### config.mk
export PLATFORM = sky130hd
export DESIGN_NAME = fp_op_scheduler
export DESIGN_NICKNAME = d
export VERILOG_FILES = /design/src/rtl/fp_ctrl_pkg.sv /design/src/rtl/fp_op_scheduler_rr_arbiter2.sv /design/src/rtl/fp_op_scheduler.sv
export SDC_FILE = /design/constraint.sdc
export NUM_CORES = 1
export LEC_CHECK = 0
export BUFFER_PORTS_ARGS = -buffer_cell sky130_fd_sc_hd__buf_4
export CORE_MARGIN = 1.5
export CORE_UTILIZATION = 25
export CTS_BUF_LIST = sky130_fd_sc_hd__clkbuf_8 sky130_fd_sc_hd__clkbuf_16
export CTS_CLUSTER_DIAMETER = 60
export CTS_CLUSTER_SIZE = 16
export DETAILED_ROUTE_END_ITERATION = 10
export GPL_TIMING_DRIVEN = 1
export PLACE_DENSITY_LB_ADDON = 0.25
export SLEW_MARGIN = 20
export SYNTH_ARGS = -nofsm -noshare
export SYNTH_HDL_FRONTEND = slang
export SYNTH_SLANG_ARGS = --single-unit
export TNS_END_PERCENT = 20
### constraint.sdc
create_clock -name clk -period 3.3 [get_ports clk]
set_input_delay 0.165 -clock clk [delete_from_list [all_inputs] [get_ports clk]]
set_output_delay 0.165 -clock clk [all_outputs]
set_load 0.005 [all_outputs]
### src/rtl/fp_ctrl_pkg.sv
// fp_ctrl_pkg
// Shared definitions for the FP32 operation scheduler: opcode values, the
// layout of the 66-bit command frame, the scheduler state encoding and a
// helper that splits a raw frame into its fields.
package fp_ctrl_pkg;

  // FPU opcodes carried in the low two bits of every command frame
  localparam logic [1:0] OP_ADD     = 2'b00;
  localparam logic [1:0] OP_SUB     = 2'b01;
  localparam logic [1:0] OP_MUL     = 2'b10;
  localparam logic [1:0] OP_ILLEGAL = 2'b11;

  // Frame layout: {B[31:0], A[31:0], opcode[1:0]}
  localparam int FRAME_BITS = 66;
  localparam int OPND_W     = 32;
  localparam int OPC_LSB    = 0;
  localparam int A_LSB      = 2;
  localparam int B_LSB      = 34;

  typedef enum logic [1:0] {
    ST_IDLE  = 2'd0,
    ST_ISSUE = 2'd1,
    ST_WAIT  = 2'd2,
    ST_RESP  = 2'd3
  } sched_state_e;

  typedef struct packed {
    logic [OPND_W-1:0] b;
    logic [OPND_W-1:0] a;
    logic [1:0]        opc;
  } fp_cmd_t;

  // Pulls the opcode and both operands out of a raw frame
  function automatic fp_cmd_t decode_frame(input logic [FRAME_BITS-1:0] frame);
    fp_cmd_t cmd;
    cmd.opc = frame[OPC_LSB +: 2];
    cmd.a   = frame[A_LSB +: OPND_W];
    cmd.b   = frame[B_LSB +: OPND_W];
    return cmd;
  endfunction

endpackage

### src/rtl/fp_op_scheduler_rr_arbiter2.sv
// rr_arbiter2
// Two-input round-robin arbiter. Grants are combinational so the requester
// sees ready in the same cycle it presents valid. The priority pointer
// moves to the other requester whenever a grant is given; because a grant
// is only raised for a valid request while enabled, every grant is a
// completed handshake.
// Ports:
//   clk, reset   - clock and synchronous active-high reset
//   en           - arbitration allowed this cycle (scheduler idle)
//   req[1:0]     - request valids, bit N = requester N
//   grant[1:0]   - one-hot grant
//   grant_id     - index of the granted requester (valid when grant != 0)
module rr_arbiter2
  import fp_ctrl_pkg::*;
(
  input  logic       clk,
  input  logic       reset,
  input  logic       en,
  input  logic [1:0] req,
  output logic [1:0] grant,
  output logic       grant_id
);

  logic ptr_q;
  logic ptr_d;

  // Pick the winner: a lone requester wins outright, a tie is broken by the
  // pointer, and the pointer then favours the requester that lost.
  always_comb begin
    grant    = 2'b00;
    grant_id = 1'b0;
    ptr_d    = ptr_q;
    if (en) begin
      if (req[0] && req[1]) begin
        grant_id = ptr_q;
      end else if (req[1]) begin
        grant_id = 1'b1;
      end else begin
        grant_id = 1'b0;
      end
      if (|req) begin
        grant = 2'b01 << grant_id;
        ptr_d = ~grant_id;
      end
    end
  end

  // Pointer register; reset gives requester 0 first priority
  always_ff @(posedge clk) begin
    if (reset) begin
      ptr_q <= 1'b0;
    end else begin
      ptr_q <= ptr_d;
    end
  end

endmodule

### src/rtl/fp_op_scheduler.sv
// fp_op_scheduler
// Shares one multi-cycle FP32 add/sub/mul unit between two command sources.
// Accepts one frame at a time via round-robin arbitration, issues it to the
// FPU, waits for completion with a timeout, and returns the result tagged
// with the requester ID on a single valid/ready response channel.
// Ports:
//   clk, reset                  - clock and synchronous active-high reset
//   reqN_valid/reqN_frame/ready - command inputs from requester 0 and 1
//   fpu_start/op/a/b/abort      - issue side of the shared FPU
//   fpu_done/fpu_result         - FPU completion
//   rsp_valid/ready/id/result/err - response channel
//   busy                        - scheduler not idle
module fp_op_scheduler
  import fp_ctrl_pkg::*;
#(
  parameter int TIMEOUT_CYCLES = 64,
  parameter int FRAME_W        = 66
) (
  input  logic               clk,
  input  logic               reset,
  input  logic               req0_valid,
  input  logic [FRAME_W-1:0] req0_frame,
  output logic               req0_ready,
  input  logic               req1_valid,
  input  logic [FRAME_W-1:0] req1_frame,
  output logic               req1_ready,
  output logic               fpu_start,
  output logic [1:0]         fpu_op,
  output logic [31:0]        fpu_a,
  output logic [31:0]        fpu_b,
  output logic               fpu_abort,
  input  logic               fpu_done,
  input  logic [31:0]        fpu_result,
  output logic               rsp_valid,
  input  logic               rsp_ready,
  output logic               rsp_id,
  output logic [31:0]        rsp_result,
  output logic               rsp_err,
  output logic               busy
);

  // Last counter value tolerated in WAIT; reaching it without done aborts
  localparam logic [15:0] TIMEOUT_LAST = 16'(TIMEOUT_CYCLES - 1);

  sched_state_e state_q, state_d;
  logic [15:0]  cnt_q, cnt_d;
  logic         fpu_start_q, fpu_start_d;
  logic         fpu_abort_q, fpu_abort_d;
  logic [1:0]   fpu_op_q, fpu_op_d;
  logic [31:0]  fpu_a_q, fpu_a_d;
  logic [31:0]  fpu_b_q, fpu_b_d;
  logic         rsp_valid_q, rsp_valid_d;
  logic         rsp_id_q, rsp_id_d;
  logic [31:0]  rsp_result_q, rsp_result_d;
  logic         rsp_err_q, rsp_err_d;
  logic         busy_q, busy_d;

  logic [1:0]   arb_grant;
  logic         arb_id;
  fp_cmd_t      cmd;

  // Arbitration only happens while idle, which also holds both readies low
  // during ISSUE/WAIT/RESP so response back-pressure stalls both sources.
  rr_arbiter2 u_arb (
    .clk      (clk),
    .reset    (reset),
    .en       (state_q == ST_IDLE),
    .req      ({req1_valid, req0_valid}),
    .grant    (arb_grant),
    .grant_id (arb_id)
  );

  assign req0_ready = arb_grant[0];
  assign req1_ready = arb_grant[1];
  assign cmd        = decode_frame(arb_id ? req1_frame : req0_frame);

  // Next-state and next-output logic. Outputs are computed for the state
  // being entered, so start/abort/rsp_valid are registered and line up with
  // the state they belong to. An illegal opcode skips the FPU entirely and
  // leaves its operand registers untouched.
  always_comb begin
    state_d      = state_q;
    cnt_d        = cnt_q;
    fpu_start_d  = 1'b0;
    fpu_abort_d  = 1'b0;
    fpu_op_d     = fpu_op_q;
    fpu_a_d      = fpu_a_q;
    fpu_b_d      = fpu_b_q;
    rsp_valid_d  = rsp_valid_q;
    rsp_id_d     = rsp_id_q;
    rsp_result_d = rsp_result_q;
    rsp_err_d    = rsp_err_q;
    case (state_q)
      ST_IDLE: begin
        if (|arb_grant) begin
          rsp_id_d = arb_id;
          if (cmd.opc == OP_ILLEGAL) begin
            rsp_valid_d  = 1'b1;
            rsp_err_d    = 1'b1;
            rsp_result_d = 32'd0;
            state_d      = ST_RESP;
          end else begin
            fpu_op_d    = cmd.opc;
            fpu_a_d     = cmd.a;
            fpu_b_d     = cmd.b;
            fpu_start_d = 1'b1;
            state_d     = ST_ISSUE;
          end
        end
      end
      ST_ISSUE: begin
        cnt_d   = 16'd0;
        state_d = ST_WAIT;
      end
      ST_WAIT: begin
        cnt_d = cnt_q + 16'd1;
        // done has priority over a timeout landing in the same cycle
        if (fpu_done) begin
          rsp_result_d = fpu_result;
          rsp_err_d    = 1'b0;
          rsp_valid_d  = 1'b1;
          state_d      = ST_RESP;
        end else if (cnt_q == TIMEOUT_LAST) begin
          fpu_abort_d  = 1'b1;
          rsp_result_d = 32'd0;
          rsp_err_d    = 1'b1;
          rsp_valid_d  = 1'b1;
          state_d      = ST_RESP;
        end
      end
      ST_RESP: begin
        if (rsp_ready) begin
          rsp_valid_d = 1'b0;
          state_d     = ST_IDLE;
        end
      end
      default: state_d = ST_IDLE;
    endcase
    busy_d = (state_d != ST_IDLE);
  end

  // State and output registers; reset drops any command in flight silently
  // because the FPU is reset alongside this block.
  always_ff @(posedge clk) begin
    if (reset) begin
      state_q      <= ST_IDLE;
      cnt_q        <= 16'd0;
      fpu_start_q  <= 1'b0;
      fpu_abort_q  <= 1'b0;
      fpu_op_q     <= 2'b00;
      fpu_a_q      <= 32'd0;
      fpu_b_q      <= 32'd0;
      rsp_valid_q  <= 1'b0;
      rsp_id_q     <= 1'b0;
      rsp_result_q <= 32'd0;
      rsp_err_q    <= 1'b0;
      busy_q       <= 1'b0;
    end else begin
      state_q      <= state_d;
      cnt_q        <= cnt_d;
      fpu_start_q  <= fpu_start_d;
      fpu_abort_q  <= fpu_abort_d;
      fpu_op_q     <= fpu_op_d;
      fpu_a_q      <= fpu_a_d;
      fpu_b_q      <= fpu_b_d;
      rsp_valid_q  <= rsp_valid_d;
      rsp_id_q     <= rsp_id_d;
      rsp_result_q <= rsp_result_d;
      rsp_err_q    <= rsp_err_d;
      busy_q       <= busy_d;
    end
  end

  assign fpu_start  = fpu_start_q;
  assign fpu_abort  = fpu_abort_q;
  assign fpu_op     = fpu_op_q;
  assign fpu_a      = fpu_a_q;
  assign fpu_b      = fpu_b_q;
  assign rsp_valid  = rsp_valid_q;
  assign rsp_id     = rsp_id_q;
  assign rsp_result = rsp_result_q;
  assign rsp_err    = rsp_err_q;
  assign busy       = busy_q;

endmodule

== Word-level counts from Yosys, hierarchy flattened ==
Index checks and enable logic that the tools add are counted.

* Bits in registers: 123
* Input port bits: 170
* Word-level logic and storage cells: 73

* $add $sub $neg: 1
* Equality and inequality tests: 9
* Shift operators: 1
* Muxes and demuxes: 29
* Bitwise operators: 5
* Reductions and logical operators: 15

{| class="wikitable"
|+ Operators by type and width
! operator !! number
|-
| $mux 32 || 4
|-
| $mux 66 || 1
|-
| $pmux 32 s2 || 1
|-
| $pmux 16 s2 || 1
|-
| $add 16x1->16 const B || 1
|-
| $eq 16x6->1 const B || 1
|-
| $mux 2 || 7
|-
| $mux 1 || 12
|-
| $pmux 2 s4 || 1
|-
| $eq 2x2->1 const B || 3
|-
| $ne 2x2->1 const B || 3
|-
| $reduce_bool 2->1 || 3
|-
| $reduce_or 3->1 || 2
|-
| $not 1->1 || 5
|-
| $reduce_and 5->1 || 1
|-
| $reduce_and 2->1 || 2
|-
| $reduce_and 4->1 || 1
|-
| $reduce_or 2->1 || 2
|-
| $ne 3x3->1 const B || 1
|-
| $pmux 1 s3 || 1
|-
| $reduce_and 3->1 || 1
|-
| $reduce_bool 3->1 || 1
|-
| $eq 2x1->1 const B || 1
|-
| $logic_not 2->1 || 1
|-
| 3 further kinds || 3
|}

== Depth between registers and ports, before layout ==
* Word-level depth: 10
* Depth in mapped cells: 10
* Mapped depth without buffers: 6

== By module ==
Synthesis repeated with hierarchy kept, for this count alone.

* Cell total of the unflattened synthesis: 513
* Area total of the unflattened synthesis: 5153.7 µm²

{| class="wikitable"
|+ By module, submodules not included
! module !! times used !! cells an instance !! area an instance (µm²)
|-
| fp_op_scheduler || 1 || 504 || 5093.6
|-
| rr_arbiter2 || 1 || 9 || 60.1
|}

== Worst setup path after synthesis ==
Ideal clock, no wire load.

* Kind: reg-to-reg
* Start: register state_q[0]
* End: register cnt_q[15]
* Arrival: 1.912 ns
* Data required time: 3.230 ns
* Path slack: 1.318 ns
* Cell stages (with the launch flop): 8
* Path buffers: 1
* Clock period less this slack: 1.982 ns
* Cell sequence: dfxtp_1 > inv_1 > ha_1 > buf_4 > nand4_1 > or3_1 > or3_1 > a21oi_1

* Longest elaborated chain between the ends: 2
* Elaborated cells between the ends (all ways): 4
* Those cells by class: eq/ne: 2; mux: 1; reduce/logical: 1

{| class="wikitable"
|+ Ends and longest elaborated chain
! item !! RTL line !! source
|-
| start, declared || fp_op_scheduler.sv:45 || <nowiki>sched_state_e state_q, state_d;</nowiki>
|-
| start signal, assigned || fp_op_scheduler.sv:159 || <nowiki>state_q <= state_d;</nowiki>
|-
| $eq 2x2->1 or $eq 2x1->1 (tied branches) || fp_op_scheduler.sv:93 || <nowiki>case (state_q)</nowiki>
|-
| $pmux 16 s2 or $reduce_bool 2->1 (tied branches) || n/a ||
|-
| end signal, assigned || fp_op_scheduler.sv:160 || <nowiki>cnt_q <= cnt_d;</nowiki>
|-
| end, declared || fp_op_scheduler.sv:46 || <nowiki>logic [15:0] cnt_q, cnt_d;</nowiki>
|}

Several ways; a longest one is shown, not always the timed one.
A chain may end at the register's enable or synchronous reset.

== Worst setup path in the final report ==
* Start: register state_q[0]
* End: register fpu_a_q[30], in the netlist fpu_a[30]

* Longest elaborated chain between the ends: 6
* Elaborated cells between the ends (all ways): 8
* Those cells by class: eq/ne: 1; mux: 3; bitwise: 1; reduce/logical: 3

{| class="wikitable"
|+ Ends and longest elaborated chain
! item !! RTL line !! source
|-
| $logic_not 2->1 * || fp_op_scheduler.sv:67, fp_op_scheduler.sv:93 ||
|-
| $mux 1 || fp_op_scheduler_rr_arbiter2.sv:33 || <nowiki>if (en) begin</nowiki>
|-
| $mux 66 || fp_op_scheduler.sv:75 || <nowiki>assign cmd = decode_frame(arb_id ? req1_frame : req0_frame);</nowiki>
|-
| $eq 2x2->1 || fp_op_scheduler.sv:97 || <nowiki>if (cmd.opc == OP_ILLEGAL) begin</nowiki>
|-
| $not 1->1 (no line) || n/a ||
|-
| $reduce_and 3->1 (no line) || n/a ||
|-
| end signal, assigned || fp_op_scheduler.sv:164 || <nowiki>fpu_a_q <= fpu_a_d;</nowiki>
|-
| end, declared || fp_op_scheduler.sv:50 || <nowiki>logic [31:0] fpu_a_q, fpu_a_d;</nowiki>
|}

Mark *: on every way between the ends. The rest lies on a longest branch, timed or not.

==> run metrics <==
number of optimization iterations in the first detailed-route pass=4; post-place instance area=about 8500 um2; outcome=complete, no violations; diodes inserted=0; number of pins with negative max-slew slack in the final report=0; Layout fillers=between 2k and 2.5k; total length of routed wires=about 23,000 um; CTS HTree Levels=4; flip-flop cell with the highest count after synthesis=dfxtp_1; initial core utilization=between 20% and 30%; die height=approximately 160 um; fin crit share=about 80%; number of antenna violations at the first check in global routing=0; violation count after the first detailed-route iteration=703; later-pin clock latency in the skew report=410 ps; vias per std cell=5.11; Setup TNS=0 ps; post-synthesis register bit count=123; leakage component of the power=3.84 nW; final cell count without fillers=1,294; fraction of synthesis flops using an asynchronous set or reset pin=0%; via count of the first global-routing pass=6,465; most frequent cells after synthesis=123 x dfxtp_1, 74 x a21oi_1, 71 x o21ai_0; number of cells produced by synthesis=between 700 and 800; areal power density over the cells=slightly below 700 nW/um2; critical setup path kind=reg -> reg; # setup viols final=0; clk_skew=9.84 ps; cell with the largest stage delay on the worst path=a21oi_4; setup repair after global routing missed its margin=no; Post-synth EDFFs=0; core area=24,400 um2; Post-Syn Area=6240 um2; CP cell instances=inv_1 > ha_1 > and2_2 > a21oi_4 > buf_4 > a2111o_1 > a21oi_1; number of failing hold endpoints at the final stage=0; root buf cell=clkbuf_16; full die area=approximately 26,000 um2; # port buffers=275; Placed Cells=1,230; x dimension of the die=161 um; clock transition at the registers of the reported paths=60 ps; total number of nets in the final design=1,133; number of warning messages in the yosys log=0; library cells used by synthesis=49; sequential area share after synthesis=approximately two fifths; Fmax achieved=0.372 GHz; crit path capture type=register; data arrival time of the critical path=between 2000 and 3000 ps; worst-case headroom to the max-slew limit=36.7%; top cells by area, synth=dfxtp_1 39%, a2111o_1 12%, o31ai_1 7.8%; CTS tree=built; number of gates resized after cts=0; count of cells along the worst hold path=3; Site Rows=57; peak fanout along the critical path=20; maximum ir drop on the vdd rail=325 uV; category of the worst setup path launch point=register; crit-path max cell delay=670 ps; clock period minus final worst setup slack=~2700 ps; number of cells on the worst reg-to-reg path=7; Top-Level Pins=276; layout overhead on the synthesized area=50.1%; clock sink total=123; DRC Markers=0; DR vias=6,612; average size of a mapped cell=8.86 um2; sum of overflow across all layers after global routing=0; overall fraction of global-route tracks in use=17.6%; maximum clock insertion buffer count=2; WL/cell=roughly 18 um; Detailed Place HPWL=14,800 um; utilization of the core after routing=approximately two fifths; final instance area=9360 um2; fraction of final layout cells with drive strength greater than 1=around 34%; dominant cell type by area after synthesis=dfxtp_1; GP Congestion=just under 0.8; pin slew with the least headroom to its limit=950 ps; cts bufs inserted=17; residual antenna-violating net count after detailed routing=0; maximum number of pins on one net before global-route repair=~120; post-synthesis net count=880; first-pass GRT wire length=36,100 um; Data required, critical path=3550 ps; maxcap violations=0; class of the most critical hold timing path=in -> reg; portion of synthesized cell area occupied by the leading cell type=39.5%; top-count cell post-synth=dfxtp_1
## state kept, by name, summed over array words and instances, names as in the netlist
register and count:
cnt_q 16, fpu_start 1, u_arb.ptr_q 1, rsp_valid 1, busy 1, rsp_err 1
fpu_abort 1, fpu_op 2, rsp_result 32, state_q 2, rsp_id 1, fpu_a 32
fpu_b 32
## worst max-delay path: cells and delay by family (launching register included)
family | cells | cell delay (ps)
compound gates | 3 | 860
fa+ha+maj | 1 | 340
simple gates | 1 | 430
flops | 1 | 400
buf+inv | 2 | 480
## layout make-up
| type | count | area [um2] | area share [%] |
|---|---|---|---|
| multi-input cells | 483 | 3330 | 35.6 |
| repair buffers | 324 | 2570 | 27.5 |
| flip-flops and latches | 123 | 2460 | 26.3 |
| clock buffers | 18 | 439 | 4.69 |
| well taps | 324 | 405 | 4.33 |
| clock inverters | 14 | 123 | 1.31 |
| inverters | 8 | 30.0 | 0.321 |
## routing by layer
layer  track usage (%)  up-vias  routed length, um
met2              28.8      261              10800
li1                  -     3240                  -
met1              22.3     3092              10500
met4              4.88        0                245
met5                 0        -                  0
met3              5.44       19               1850
## placed cells by master, fill, tap and decap left out, types with 6 or more instances in the layout
cell / netlist / routed
buf_4: 10 / 287
dfxtp_1: 123 / 123
a21oi_1: 74 / 74
o21ai_0: 71 / 71
nand3_1: 70 / 70
o31ai_1: 65 / 65
a2111o_1: 64 / 64
a22o_1: 32 / 32
dlygate4sd3_1: 0 / 32
nor2_1: 22 / 22
clkbuf_16: 0 / 17
inv_1: 8 / 10
xnor2_1: 9 / 9
nand2_1: 8 / 8
nor3_1: 6 / 6
ha_1: 6 / 6
## final timing paths
check	end	from	slack [ps]
min reg2reg	rsp_valid	rsp_valid	450
max reg2reg	fpu_a[30]	state_q[0]	610
max	fpu_a[30]	state_q[0]	610
min	rsp_valid	rsp_ready	70
## per-stage QoR
step	total power [mW]	hold slack, ps	worst slack (ps)
floorplan	3.54	298	1320
global placement	4.55	380	685
detailed placement	4.56	385	561
CTS	6.42	53.2	564
global route	6.75	72.0	401
finish	6.34	72.5	612
## power by group
| group | internal, mW | total [mW] | switching [mW] | leakage (nW) |
|---|---|---|---|---|
| Clock | 1.06 | 1.80 | 0.744 | 0.276 |
| Sequential | 1.75 | 1.90 | 0.152 | 1.00 |
| Combinational | 1.13 | 2.63 | 1.50 | 2.56 |
| Total | 3.94 | 6.34 | 2.40 | 3.84 |
## cell families (layout without fill, tap and decap cells)
family	count (synthesis)	count (layout)	share of synthesized area [%]
AO/OA/AOI/OAI	324	324	38.0
XOR/XNOR	12	12	1.68
adder cells (fa/ha/maj)	6	6	1.20
buffers and inverters	98	364	7.72
flip-flops	123	123	39.5
multiplexers	2	2	0.321
AND/OR/NAND/NOR	139	139	11.6
## what timing repair did
| item | 4_1_cts | 5_1_grt |
|---|---|---|
| setup endpoints to repair | 0 | 0 |
| hold buffers | 32 | 0 |
| setup buffers | 0 | 0 |
| hold endpoints to repair | 32 | 0 |
(Power assumes the default switching activity.)
